File: src/rtl/pipelined_add_sub.sv
`default_nettype none
// ============================================================================
// Module      : pipelined_add_sub
// Description : Pipelined two's-complement adder/subtractor, one carry slice
//               per stage, valid/ready handshake on both sides.
// Revision    : 1.0
// ============================================================================

module pipelined_add_sub #(
  parameter int WIDTH  = 16,
  parameter int STAGES = 4
) (
  input  logic             clk,
  input  logic             rst_n,
  input  logic             in_valid,
  output logic             in_ready,
  input  logic [WIDTH-1:0] a,
  input  logic [WIDTH-1:0] b,
  input  logic             c_in,
  input  logic             sub,
  output logic             out_valid,
  input  logic             out_ready,
  output logic [WIDTH-1:0] sum,
  output logic             c_out,
  output logic             ovf,
  output logic             zero
);

  localparam int SW = WIDTH / STAGES;
  // Operands are only kept for stages that still feed a later slice.
  localparam int NP = (STAGES > 1) ? STAGES - 1 : 1;

  logic [STAGES-1:0] vld_q, vld_d;
  logic [STAGES-1:0] cy_q, cy_d;
  logic [WIDTH-1:0]  sum_q [STAGES];
  logic [WIDTH-1:0]  sum_d [STAGES];
  logic [WIDTH-1:0]  a_q   [NP];
  logic [WIDTH-1:0]  a_d   [NP];
  logic [WIDTH-1:0]  b_q   [NP];
  logic [WIDTH-1:0]  b_d   [NP];
  logic              ovf_q, ovf_d;
  logic              zero_q, zero_d;

  logic              advance;
  logic [WIDTH-1:0]  cur_a, cur_b, cur_s;
  logic              cur_c, cur_v;
  logic [SW:0]       slice;

  always_comb begin
    advance = !vld_q[STAGES-1] || out_ready;
    cur_a   = a;
    cur_b   = sub ? ~b : b;
    cur_c   = sub ? 1'b1 : c_in;
    cur_s   = '0;
    cur_v   = in_valid;
    vld_d   = '0;
    cy_d    = '0;
    slice   = '0;
    for (int k = 0; k < STAGES; k++) begin
      sum_d[k] = '0;
    end
    for (int k = 0; k < NP; k++) begin
      a_d[k] = '0;
      b_d[k] = '0;
    end
    for (int k = 0; k < STAGES; k++) begin
      if (k > 0) begin
        cur_a = a_q[k-1];
        cur_b = b_q[k-1];
        cur_c = cy_q[k-1];
        cur_s = sum_q[k-1];
        cur_v = vld_q[k-1];
      end
      slice    = {1'b0, SW'(cur_a >> (k * SW))} + {1'b0, SW'(cur_b >> (k * SW))}
               + {{SW{1'b0}}, cur_c};
      sum_d[k] = cur_s | (WIDTH'(slice[SW-1:0]) << (k * SW));
      cy_d[k]  = slice[SW];
      vld_d[k] = cur_v;
      if (k < NP) begin
        a_d[k] = cur_a;
        b_d[k] = cur_b;
      end
    end
    // cur_a/cur_b now hold the final stage's operands (effective B).
    ovf_d  = (cur_a[WIDTH-1] == cur_b[WIDTH-1]) &&
             (sum_d[STAGES-1][WIDTH-1] != cur_a[WIDTH-1]);
    zero_d = (sum_d[STAGES-1] == '0);
  end

  always_ff @(posedge clk or negedge rst_n) begin
    if (!rst_n) begin
      vld_q  <= '0;
      cy_q   <= '0;
      ovf_q  <= 1'b0;
      zero_q <= 1'b0;
      for (int k = 0; k < STAGES; k++) begin
        sum_q[k] <= '0;
      end
      for (int k = 0; k < NP; k++) begin
        a_q[k] <= '0;
        b_q[k] <= '0;
      end
    end else if (advance) begin
      vld_q  <= vld_d;
      cy_q   <= cy_d;
      ovf_q  <= ovf_d;
      zero_q <= zero_d;
      for (int k = 0; k < STAGES; k++) begin
        sum_q[k] <= sum_d[k];
      end
      for (int k = 0; k < NP; k++) begin
        a_q[k] <= a_d[k];
        b_q[k] <= b_d[k];
      end
    end
  end

  assign in_ready  = advance;
  assign out_valid = vld_q[STAGES-1];
  assign sum       = sum_q[STAGES-1];
  assign c_out     = cy_q[STAGES-1];
  assign ovf       = ovf_q;
  assign zero      = zero_q;

endmodule

`default_nettype wire
File: config.mk
export PLATFORM = sky130hd
export DESIGN_NAME = pipelined_add_sub
export DESIGN_NICKNAME = d
export VERILOG_FILES = /design/src/rtl/pipelined_add_sub.sv
export SDC_FILE = /design/constraint.sdc
export NUM_CORES = 1
export LEC_CHECK = 0
export CAP_MARGIN = 5
export CORE_ASPECT_RATIO = 1.2
export CORE_MARGIN = 8
export CORE_UTILIZATION = 50
export DETAILED_ROUTE_END_ITERATION = 10
export PLACE_DENSITY = 0.73
export SLEW_MARGIN = 20
export SYNTH_ARGS = -nofsm -noshare
export SYNTH_HDL_FRONTEND = slang
export SYNTH_SLANG_ARGS = --single-unit
export TNS_END_PERCENT = 1
File: constraint.sdc
create_clock -name clk -period 2.15 [get_ports clk]
set_input_delay 0.43 -clock clk [delete_from_list [all_inputs] [get_ports clk]]
set_output_delay 0.43 -clock clk [all_outputs]
set_load 0.02 [all_outputs]
==> results of run 1 <==
-- worst min path at each step --
stage	slack [ns]	cells past startpoint	startpoint	to
after floorplan	0.13	0	rst_n	a_d[10]$_DFFE_PN0P_
after global placement	0.44	1	rst_n	sum_q[50]$_DFFE_PN0P_
after detailed placement	0.45	1	rst_n	sum_q[50]$_DFFE_PN0P_
after CTS	0.04	1	rst_n	b_d[21]$_DFFE_PN0P_
after global routing	0.06	1	rst_n	a_d[22]$_DFFE_PN0P_
final	0.04	1	rst_n	a_d[22]$_DFFE_PN0P_
-- kinds of logic (layout without fill, tap and decap cells) --
logic type / count (synthesis) / after routing / synth area share (%)
and+or+nand+nor: 243 / 243 / 21.8
DFF: 98 / 98 / 56.6
AOI/OAI and AO/OA: 43 / 43 / 5.75
buffers and inverters: 32 / 95 / 3.47
xor gates and xnor gates: 24 / 24 / 4.85
adders and majority gates: 20 / 20 / 7.17
muxes: 1 / 1 / 0.347
-- through the flow --
| step | hold WS, ns | instances | power (mW) | setup WS (ns) | TNS [ns] |
|---|---|---|---|---|---|
| 2_1_floorplan | 0.134 | 461 | 5.13 | -0.0673 | -0.0673 |
| 3_3_place_gp | 0.438 | 625 | 5.97 | -0.334 | -1.03 |
| 3_5_place_dp | 0.448 | 625 | 6.12 | -0.384 | -1.26 |
| 4_1_cts | 0.0412 | 641 | 7.22 | 0.0124 | 0 |
| 5_1_grt | 0.0619 | 641 | 7.71 | 0.0351 | 0 |
| 6_report | 0.0355 | 641 | 7.12 | 0.0854 | 0 |
-- report_power, final --
group	switching (mW)	internal [mW]	leakage, nW
Sequential	0.475	2.65	1.18
Clock	0.607	0.482	0.0924
Combinational	1.58	1.32	1.32
-- layout make-up --
cell class                      instances  area, µm²
Fill cell                             745       3260
Sequential cell                        98       2450
Multi-Input combinational cell        331       1750
Timing Repair Buffer                   70        696
Clock buffer                           12        155
Tap cell                              117        146
Inverter                                9       33.8
Clock inverter                          4       26.3
-- layer usage --
metal | track usage [%] | share of wire (%)
met1 | 17.8 | 46
met2 | 22.7 | 47
met3 | 3.14 | 4.0
met4 | 9.06 | 2.9
met5 | 0 | 0
-- placed cells by master (no fill, tap or decap), types with 8 or more instances in the layout --
cell type / synthesis / layout
xnor2_1: 15 / 15
nand2_1: 223 / 223
o21ai_0: 16 / 16
clkbuf_8: 0 / 11
clkdlybuf4s50_1: 0 / 56
buf_4: 2 / 11
xor2_1: 9 / 9
inv_1: 8 / 8
nor2_1: 9 / 9
ha_1: 12 / 12
dfrtp_1: 98 / 98
a21oi_1: 12 / 12
-- registers in the layout, summed over array words and instances (netlist names), 4 cells and up --
| register | count |
|---|---|
| sum_q | 12 |
| cy_q | 4 |
| vld_q | 4 |
| cur_a | 4 |
| a_d | 20 |
| b_d | 20 |
| cur_s | 12 |
| cur_b | 4 |
| sum | 16 |
-- cell usage after synthesis (all sizes together) --
cell type	instances	area, µm²
a21oi	13	76.3
o21a	1	7.51
a211oi	1	7.51
nand4	1	6.26
nand2b	1	6.26
dfrtp	98	2450
inv	9	33.8
mux2	1	15.0
a21o	5	37.5
buf	20	105
nor2	9	33.8
nor2b	3	21.3
or2	1	6.26
xnor2	15	131
ha	12	150
fa	8	160
o21ai	21	105
xor2	9	78.8
o31ai	2	15.0
nor4	3	18.8
nor4b	1	8.76
nor3	1	5.00
nand2	223	837
clkbuf	3	11.3
-- what timing repair did --
action,in CTS,in global routing
gates resized for setup,0,1
endpoints found under the hold margin,0,0
setup endpoints to repair,0,3
-- worst register-to-register path: stages (launching register included) --
cell and delay, ns:
dfrtp_1 0.41, fa_1 0.46, fa_1 0.46, nor4_1 0.24
nand4_1 0.13, o31ai_1 0.20
==> run summary, run 1 <==
gr usage total: 14.6%
Slew Limit Fails: 0
Initial Util: 50.8%
DR WL/cell: 12.2 µm
Crit path max-delay family: buffers and inverters
Clock Path Buffers: 2
CTS Sinks: 98
FMAX: 484 MHz
slowest stage delay, CP: 0.59 ns
io pins: 59
CP endpoint: in_ready
Syn Inst Count: 461
Placed Area: 5070 µm²
Crit path buffers/inverters: 3
nets@finish: 577
die width: 101 µm
Crit path top cell by count: clkdlybuf4s50_1
Mean Syn Cell Area: 9.39 µm²
critical path data required time: 1.72 ns
status: complete, no violations
fin crit period: 2.06 ns
Leakage: 2.60 nW
syn_nets: 519
Vias: 3,015
synthesized area: 4330 µm²
ANT cells: 0
Crit. End Element: primary output
path type of the worst min-delay path: input pin to async pin
Ys Warns: 0
Core Region: 8520 µm²
first-pass GRT wire length: 13.9 mm
number of global-route vias before repair: 3,101
# H-tree levels: 3
Tcrit/Tclk final: 96.0%
fin area: 5260 µm²
RSZ-0062 raised after global routing: no
CP cell instances: clkdlybuf4s50_1 > nor2b_4 > inv_2 > clkdlybuf4s50_1
startpoint types: input pin
Slew HR: 65.3%
CP Class: input pin to primary output
register area share after synthesis: 56.6%
max capacitance violation total: 0
total CTS buffers: 9
Final Hold Viols: 0
Synth Register Bits: 98
GRT overflow: 0
IO Port Bufs: 58
crit path DAT: 1.63 ns
Worst Tran Pin Value: 0.520 ns
largest net degree at the start of global routing: 96
fraction of layout cells with a size suffix above 1: 6.87%
PD cells: 1350 nW/µm²
vias per cell: 4.70
HPWL after detailed placement: 5.67 mm
drt pass-1 iters: 4
CP max-delay cell: clkdlybuf4s50_1
Reg clk slew, reported paths: 0.08 ns
r2r setup slk: 0.17 ns
DR iter-0 viols: 130
Unique masters post-synth: 29
Clock Latency Late Sink: 0.36 ns
Worst path depth: 4
worst reg2reg path startpoint: cy_q[2]$_DFFE_PN0P_
Die ar.: 11,900 µm²
CTS Hold Bufs: 0
WL final: 7.82 mm
Worst Skew: 0.00801 ns
row count: 37
FF-to-FF End: zero$_DFFE_PN0P_
CTS tree: done
Worst VDD drop: 0.446 mV
area growth from synthesis to layout: 21.4%
Die Height: 118 µm
GP Congestion: 0.757
critical path fanouts, max: 2
Final ANT Viol Nets: 0
Post-route DRC: 0
Core Util, Final: 61.7%
worst-case reg-to-reg path depth: 5
root buffer cell: clkbuf_8
crit path from: out_ready
post-CTS setup buffer count: 0
initial antenna violation count: 0
final setup fails: 0
Power figures use the tool's default switching activity.
==> inputs of run 2 (changes only) <==
CORE_MARGIN = 10   (was 8)
==> run 2 against run 1 <==
Net effect:
- non-clock buffer count is the same
- largest cell class unchanged
- global-route usage shrank 1.5 points
- critical endpoint unchanged
- sequential power is essentially flat
- combinational power is essentially flat
- routed wire length grew 1.4%
==> run summary, run 2 (same netlist as run 1, synthesis figures left out) <==
largest net degree at the start of global routing: 87
Worst VDD drop: 0.476 mV
die width: 105 µm
multi-input logic area: 1750 µm²
crit path from: out_ready
fillers: 749
Die Height: 122 µm
CP max-delay cell: clkdlybuf4s50_1
DR iter-0 viols: 146
worst reg2reg path startpoint: cy_q[2]$_DFFE_PN0P_
GP Congestion: 0.748
fraction of layout cells with a size suffix above 1: 6.87%
Comb power frac: 39.6%
initial antenna violation count: 0
Slew Limit Fails: 0
row count: 37
DR WL/cell: 12.4 µm
gr usage total: 13.1%
Worst Tran Pin Value: 0.641 ns
slowest stage delay, CP: 0.61 ns
# H-tree levels: 3
Int Power: 4.67 mW
pre-CTS setup slack: -0.473 ns
max capacitance violation total: 0
worst-case reg-to-reg path depth: 5
Final Hold Viols: 0
critical path data required time: 1.72 ns
crit path DAT: 1.65 ns
Crit path top cell by count: clkdlybuf4s50_1
Initial Util: 50.8%
commonest non-fill, non-tap cell in the layout: nand2_1
post-CTS setup buffer count: 0
Vias: 3,016
Crit path max-delay family: buffers and inverters
Worst Skew: 0.00888 ns
CTS Sinks: 98
ANT cells: 0
number of global-route vias before repair: 3,074
Reg area: 2450 µm²
commonest non-fill, non-tap cells in the layout: nand2_1, dfrtp_1, clkdlybuf4s50_1, o21ai_0, xnor2_1
fin crit period: 2.08 ns
final setup fails: 0
HPWL after detailed placement: 5.73 mm
startpoint types: input pin
CTS tree: done
root buffer cell: clkbuf_8
CP cell instances: clkdlybuf4s50_1 > nor2b_4 > inv_2 > clkdlybuf4s50_1
Core Util, Final: 62.0%
Crit. End Element: primary output
IO Port Bufs: 58
Leakage: 2.60 nW
Clock Latency Late Sink: 0.36 ns
Tcrit/Tclk final: 96.8%
Reg clk slew, reported paths: 0.09 ns
Die ar.: 12,800 µm²
total CTS buffers: 9
GRT overflow: 0
Sw Share: 36.4%
CP Class: input pin to primary output
vias per cell: 4.71
status: complete, no violations
Crit path buffers/inverters: 3
nets@finish: 577
Switch Pwr: 2.67 mW
WL final: 7.93 mm
PD cells: 1390 nW/µm²
io pins: 59
final worst slack: 0.0685 ns
clock network power share: 17.8%
Clock Path Buffers: 2
Core Region: 8520 µm²
FF-to-FF End: zero$_DFFE_PN0P_
Post-route DRC: 0
Seq pwr share: 42.6%
FMAX: 480 MHz
drt pass-1 iters: 4
total chip power: 7.34 mW
critical path fanouts, max: 2
area growth from synthesis to layout: 22.0%
CTS Hold Bufs: 0
RSZ-0062 raised after global routing: no
first-pass GRT wire length: 13.9 mm
path type of the worst min-delay path: input pin to async pin
r2r setup slk: 0.08 ns
Final ANT Viol Nets: 0
Slew HR: 57.3%
[run 2: worst reg2reg max path, stage by stage (launching register included)]
cell and delay, ns:
dfrtp_1 0.41, fa_1 0.47, fa_1 0.49, nor4_2 0.18, nand4_1 0.18, o31ai_1 0.26
[run 2: stage by stage]
step,std cells,setup TNS (ns),hold slack (ns),cell area [µm²]
floorplan,461,-0.0673,0.134,4360
global placement,625,-1.37,0.442,5060
detailed placement,625,-1.60,0.447,5060
CTS,641,0,0.101,5280
global route,641,0,0.124,5280
finish,641,0,0.0784,5280
[run 2: worst max path at each step]
stage | endpoint | slack, ns | cells after the start
after floorplan | cy_q[0]$_DFFE_PN0P_ | -0.07 | 8
after global placement | cy_q[0]$_DFFE_PN0P_ | -0.42 | 7
after detailed placement | cy_q[0]$_DFFE_PN0P_ | -0.47 | 7
after CTS | zero$_DFFE_PN0P_ | 0.007 | 5
after global routing | zero$_DFFE_PN0P_ | 0.002 | 5
final | in_ready | 0.07 | 4
[run 2: metal layers]
metal	track usage [%]	vias to the layer above	routed length, µm
met5	0	-	0
met4	5.07	0	127
met3	4.17	11	318
met2	21.9	47	3790
met1	15.4	1405	3690
li1	-	1553	-
[run 2: what timing repair did]
action                                 in CTS  in global routing
resized for setup                           2                  0
endpoints found under the hold margin       0                  0
setup endpoints to repair                   4                  1
pin swaps                                   1                  3
[run 2: final cells by class]
| class | count | share of cell area, % |
|---|---|---|
| clock buffers | 12 | 2.75 |
| clock inverters | 4 | 1.42 |
| inverters | 9 | 0.639 |
| multi-input cells | 331 | 33.2 |
| flip-flops and latches | 98 | 46.4 |
| well taps | 117 | 2.77 |
| repair buffers | 70 | 12.9 |
[run 2: power by group through the flow]
stage | clock [mW] | combinational, mW | sequential [mW]
floorplan | 0 | 1.85 | 3.28
global placement | 0 | 2.84 | 3.13
detailed placement | 0 | 2.93 | 3.17
CTS | 1.33 | 2.96 | 3.14
global route | 1.41 | 3.34 | 3.25
finish | 1.31 | 2.91 | 3.13
